===== config.mk =====
export PLATFORM = sky130hd
export DESIGN_NAME = mem_stage_cached
export DESIGN_NICKNAME = d
export VERILOG_FILES = /design/src/rtl/mem_stage_cached.sv
export SDC_FILE = /design/constraint.sdc
export NUM_CORES = 1
export LEC_CHECK = 0
export CAP_MARGIN = 20
export CORE_ASPECT_RATIO = 1.5
export CORE_UTILIZATION = 38
export CTS_BUF_LIST = sky130_fd_sc_hd__clkbuf_16
export CTS_CLUSTER_SIZE = 20
export DETAILED_ROUTE_END_ITERATION = 10
export PLACE_DENSITY = 0.65
export SLEW_MARGIN = 20
export SYNTH_ARGS = -nofsm -noshare
export SYNTH_HDL_FRONTEND = slang
export SYNTH_SLANG_ARGS = --single-unit

===== constraint.sdc =====
create_clock -name clk -period 12.7 [get_ports clk]
set_clock_uncertainty 0.15 [all_clocks]
set_input_delay 1.905 -clock clk [delete_from_list [all_inputs] [get_ports clk]]
set_output_delay 1.905 -clock clk [all_outputs]
set_load 0.01 [all_outputs]

===== src/rtl/mem_stage_cached.sv =====
// Pipeline MEM stage: direct-mapped write-through cache (no write allocate) in front of
// a req/ack backing memory, plus the sprite/ALU result mux and branch evaluator.
module mem_stage_cached #(
  parameter int DATA_W  = 32,
  parameter int ADDR_W  = 22,
  parameter int INDEX_W = 4,
  parameter int CNT_W   = 16
) (
  input  logic              clk,
  input  logic              rst,
  input  logic              re,
  input  logic              we,
  input  logic [ADDR_W-1:0] addr,
  input  logic [DATA_W-1:0] wr_data,
  input  logic [DATA_W-1:0] alu_result,
  input  logic [DATA_W-1:0] sprite_data,
  input  logic              sprite_alu_select,
  input  logic              flag_ov,
  input  logic              flag_neg,
  input  logic              flag_zero,
  input  logic [2:0]        branch_condition,
  output logic              stall,
  output logic              rd_valid,
  output logic [DATA_W-1:0] mem_result,
  output logic              cache_hit,
  output logic [DATA_W-1:0] sprite_alu_result,
  output logic              branch_taken,
  output logic              bm_req,
  output logic              bm_we,
  output logic [ADDR_W-1:0] bm_addr,
  output logic [DATA_W-1:0] bm_wdata,
  input  logic              bm_ack,
  input  logic [DATA_W-1:0] bm_rdata,
  output logic [CNT_W-1:0]  hit_count,
  output logic [CNT_W-1:0]  miss_count
);
  localparam int LINES = 1 << INDEX_W;
  localparam int TAG_W = ADDR_W - INDEX_W;

  typedef enum logic [1:0] {IDLE, RD_MISS, WR_THRU} state_t;
  state_t state, state_next;

  logic [LINES-1:0]   line_valid;
  logic [TAG_W-1:0]   line_tag  [LINES];
  logic [DATA_W-1:0]  line_data [LINES];

  logic [INDEX_W-1:0] index, bm_index;
  logic [TAG_W-1:0]   tag;
  logic               lookup_hit, wr_hit;
  logic               load_hit, load_miss, store_start, rd_fill, wr_done;

  assign index      = addr[INDEX_W-1:0];
  assign tag        = addr[ADDR_W-1:INDEX_W];
  assign bm_index   = bm_addr[INDEX_W-1:0];
  assign lookup_hit = line_valid[index] && (line_tag[index] == tag);

  assign store_start = (state == IDLE) && we;
  assign load_hit    = (state == IDLE) && !we && re && lookup_hit;
  assign load_miss   = (state == IDLE) && !we && re && !lookup_hit;
  assign rd_fill     = (state == RD_MISS) && bm_ack;
  assign wr_done     = (state == WR_THRU) && bm_ack;

  always_comb begin
    state_next = state;
    stall      = 1'b0;
    case (state)
      IDLE: begin
        if (we) begin
          stall      = 1'b1;
          state_next = WR_THRU;
        end else if (re && !lookup_hit) begin
          stall      = 1'b1;
          state_next = RD_MISS;
        end
      end
      RD_MISS, WR_THRU: begin
        stall = !bm_ack;
        if (bm_ack) state_next = IDLE;
      end
      default: state_next = IDLE;
    endcase
  end

  always_ff @(posedge clk or posedge rst) begin
    if (rst) begin
      state      <= IDLE;
      line_valid <= '0;
      rd_valid   <= 1'b0;
      cache_hit  <= 1'b0;
      mem_result <= '0;
      bm_req     <= 1'b0;
      bm_we      <= 1'b0;
      bm_addr    <= '0;
      bm_wdata   <= '0;
      wr_hit     <= 1'b0;
      hit_count  <= '0;
      miss_count <= '0;
    end else begin
      state     <= state_next;
      rd_valid  <= load_hit || rd_fill;
      cache_hit <= load_hit;
      if (load_hit) mem_result <= line_data[index];
      if (rd_fill) begin
        mem_result           <= bm_rdata;
        line_valid[bm_index] <= 1'b1;
      end
      if (store_start) begin
        bm_addr  <= addr;
        bm_wdata <= wr_data;
        bm_req   <= 1'b1;
        bm_we    <= 1'b1;
        wr_hit   <= lookup_hit;
      end else if (load_miss) begin
        bm_addr <= addr;
        bm_req  <= 1'b1;
        bm_we   <= 1'b0;
      end
      if (rd_fill || wr_done) begin
        bm_req <= 1'b0;
        bm_we  <= 1'b0;
      end
      if (load_hit && (hit_count != '1)) hit_count <= hit_count + 1'b1;
      if (load_miss && (miss_count != '1)) miss_count <= miss_count + 1'b1;
    end
  end

  // Tag/data storage carries no reset; only the valid bits need clearing.
  always_ff @(posedge clk) begin
    if (rd_fill) begin
      line_tag[bm_index]  <= bm_addr[ADDR_W-1:INDEX_W];
      line_data[bm_index] <= bm_rdata;
    end else if (wr_done && wr_hit) begin
      line_data[bm_index] <= bm_wdata;
    end
  end

  assign sprite_alu_result = sprite_alu_select ? sprite_data : alu_result;

  always_comb begin
    branch_taken = 1'b0;
    case (branch_condition)
      3'b000: branch_taken = !flag_zero;
      3'b001: branch_taken = flag_zero;
      3'b010: branch_taken = !flag_zero && !flag_neg;
      3'b011: branch_taken = flag_neg;
      3'b100: branch_taken = !flag_neg;
      3'b101: branch_taken = flag_neg || flag_zero;
      3'b110: branch_taken = flag_ov;
      3'b111: branch_taken = 1'b1;
      default: branch_taken = 1'b0;
    endcase
  end
endmodule


==> metrics.md <==
| Metric | Value |
|---|---|
| Max Cap Viol | `0` |
| Residual DRC | `0` |
| Synthesized Nets | `2013` |
| Post-Synth Adder-Cell Area | `0.2001%` |
| Clock power frac | `33.3%` |
| Seq pwr share | `51.6%` |
| Syn_area_per_cell | `20.33 µm²` |
| Ratio of final minimum period to clock period | `68.01%` |
| Worst-path cell chain | `buf_4 -> buf_4 -> nor2_1 -> a22o_1 -> a2111oi_0 -> or3_1 -> nand3_1 -> nor4_2 -> a21boi_1 -> o21ai_2 -> a21oi_1 -> clkdlybuf4s50_1` |
| Postcts setup bufs | `0` |
| Starting density of the core | `38.52%` |
| Routed WL | `93860 µm` |
| Vias in the first global route | `20711` |
| Total Routing Usage GR | `18.91%` |
| I/O Buffers | `317` |
| H-tree depth | `3` |
| Synthesized netlist cell count | `1845` |
| Worst min-delay path category | `reg -> reg` |
| Post-Place Cell Area | `0.04234 mm²` |
| Sw Share | `26.24%` |
| CP max stage delay | `0.78 ns` |
| Worst-path clk slew | `0.07 ns` |
| Place WS | `4.112 ns` |
| TritonRoute pass-1 iters | `6` |
| Die area | `0.1000 mm²` |
| Status | `completed` |
| Register area share after synthesis | `73.44%` |
| Initial antenna violation count | `6` |
| CTS tree | `built` |
| Area grow syn2layout | `20.53%` |
| Max Root-Sink Buffers | `3` |
| PwrDens | `173.0 mW/mm²` |
| Crit start category | `input pin` |
| Synth warn | `0` |
| Internal power | `5.770 mW` |
| Crit path required time | `10.64 ns` |
| I/O pins | `318` |
| XOR/XNOR share of the synthesized area | `0.9338%` |
| Top post-synthesis cells by area | `edfxtp_1, mux4_2, dfrtp_1` |
| Leakage power | `15.16 nW` |
| Crit-path slowest cell | `buf_4` |
| Final min period | `8.637 ns` |
| Cts hold-fix bufs | `0` |
| Clk Tree Root Cell | `clkbuf_16` |
| Synthesized flop and latch total | `941` |
| Clk_lat worst skew | `0.67 ns` |
| Unrepaired setup endpoints after global routing | `false` |
| Antenna Violating Nets Remaining | `0` |
| Crit path max-delay family | `buffers and inverters` |
| Comb pwr share | `15.1%` |
| Wire per inst | `26.44 µm` |
| # setup viols final | `0` |
| Final setup margin | `4.063 ns` |
| Hold Vio Cnt, Final | `0` |
| Estimated wirelength of the detail-placed design | `54860 µm` |
| Die width | `258.6 µm` |
| Most frequent CP cell | `buf_4` |
| Sum Neg Setup Slack | `0 ns` |
| Die height | `386.8 µm` |
| Util after Layout | `46.43%` |
| TritonCTS sink count | `941` |
| Gr ovfl total | `0` |
| Iter 0 DRT Violations | `1574` |
| Bufs and invs on worst path | `3` |
| Top post-synthesis cells by count | `edfxtp_1, mux4_2, dfrtp_1, mux2_2, nand2_1` |
| Yosys top cell by area | `edfxtp_1` |
| Pin count of the biggest net entering global routing | `80` |
| Mapped cell area | `0.03752 mm²` |
| Simple logic cell fraction of the synthesized area | `3.525%` |
| Mux share of post-synthesis cell area | `19.30%` |
| Largest family of logic cells by synthesized area | `multiplexers` |
| Share of cells above drive strength 1 | `25.89%` |
| Post-synth EDFFs | `800` |
| Critical path endpoint category | `output pin` |
| Max VDD drop | `137.0 µV` |
| WS Path Type | `in -> out` |
| Post-route insts no fill | `3550` |
| Top FF cell, synth | `edfxtp_1` |
| Final instance area | `0.04522 mm²` |
| Count leader, synth | `edfxtp_1` |
| Vias per cell | `5.500` |
| Post-synth ARST share | `14.98%` |
| Area of the core | `0.09739 mm²` |
| Inst Count DP | `3380` |
| Placer congestion estimate | `0.7592` |
| CP Data Arrival Time | `6.58 ns` |
| Synth Area in Compound Gates | `1.251%` |
| Net switching power figure | `2.053 mW` |
| Top cell type's share of synthesized area | `64.03%` |
| Nets | `2362` |
| Global-route wire length before repair | `138100 µm` |
| Tightest slew margin relative to the limit | `25.99%` |
| FMAX | `115.8 MHz` |
| Via count | `19525` |
| CP Max Fanout | `44` |
| Slew @ Worst Pin | `1.110 ns` |
| CTS Buf Count | `89` |
| Post-synth cell types | `54` |
| Slew Viols, Final | `0` |
| Row Count | `140` |
| Cts repair resizes | `0` |
| Reg2Reg Setup Slack | `8.72 ns` |
==> metrics by stage <==
stage | hold WS [ns] | power (mW)
3_5_place_dp | 0.3011 | 5.304
6_report | 0.3146 | 7.823
2_1_floorplan | 0.2837 | 4.567
5_1_grt | 0.3374 | 8.107
4_1_cts | 0.3174 | 7.904
3_3_place_gp | 0.2953 | 5.261
==> registers in the layout (all words and copies together) (netlist names), 2 cells and up <==
register	cells
line_valid	16
line_data	512
line_tag	288
hit_count	16
mem_result	32
miss_count	16
bm_addr	22
bm_wdata	32
state	2
==> area by class of cell <==
class	count	area [µm²]
fill	8168	52180
clock buffer	91	2277
timing repair buffer	352	3445
sequential	941	27550
inverter	13	53.80
antenna	1	2.502
tap	1278	1599
clock inverter	77	586.8
multi-input combinational	797	9703
==> power groups by stage <==
| stage | clock (mW) | combinational (mW) | sequential, mW |
|---|---|---|---|
| after floorplan | 0 | 0.519 | 4.05 |
| after global placement | 0 | 1.18 | 4.08 |
| after detailed placement | 0 | 1.20 | 4.10 |
| after CTS | 2.66 | 1.21 | 4.04 |
| after global routing | 2.76 | 1.27 | 4.07 |
| final | 2.60 | 1.18 | 4.03 |
==> per-layer routing <==
layer  vias up  share of wire [%]  GRT usage (%)
met4         6                2.1          5.476
met2       762                 53          33.31
li1       8195                  -              -
met3       132                6.2          3.167
met5         -              0.042              0
met1     10430                 39          23.78
==> placed cells by master, fill, tap and decap left out, types with 35 or more instances in the layout <==
cell and n:
mux2i_1 61, mux4_2 228, edfxtp_1 800, clkdlybuf4s50_1 313, mux2_2 122, nand2_1 66, buf_4 35, clkbuf_16 91
dfrtp_1 141, o21ai_0 39
==> final timing paths <==
path	from	to	cells after the start
setup / recovery	addr[3]	stall	12
hold / removal	line_valid[6]	line_valid[6]	1
setup reg to reg	line_tag[13][14]	bm_addr[20]	10
hold reg to reg	line_valid[6]	line_valid[6]	1
max in group asynchronous	rst	bm_addr[10]	3
min in group asynchronous	rst	hit_count[6]	2
==> cell families after synthesis <==
logic type      after synthesis
mux                         419
fa+ha+maj                     6
xor+xnor                     40
simple gates                254
compound gates               78
buf+inv                     107
flops                       941
(Power assumes the default switching activity.)
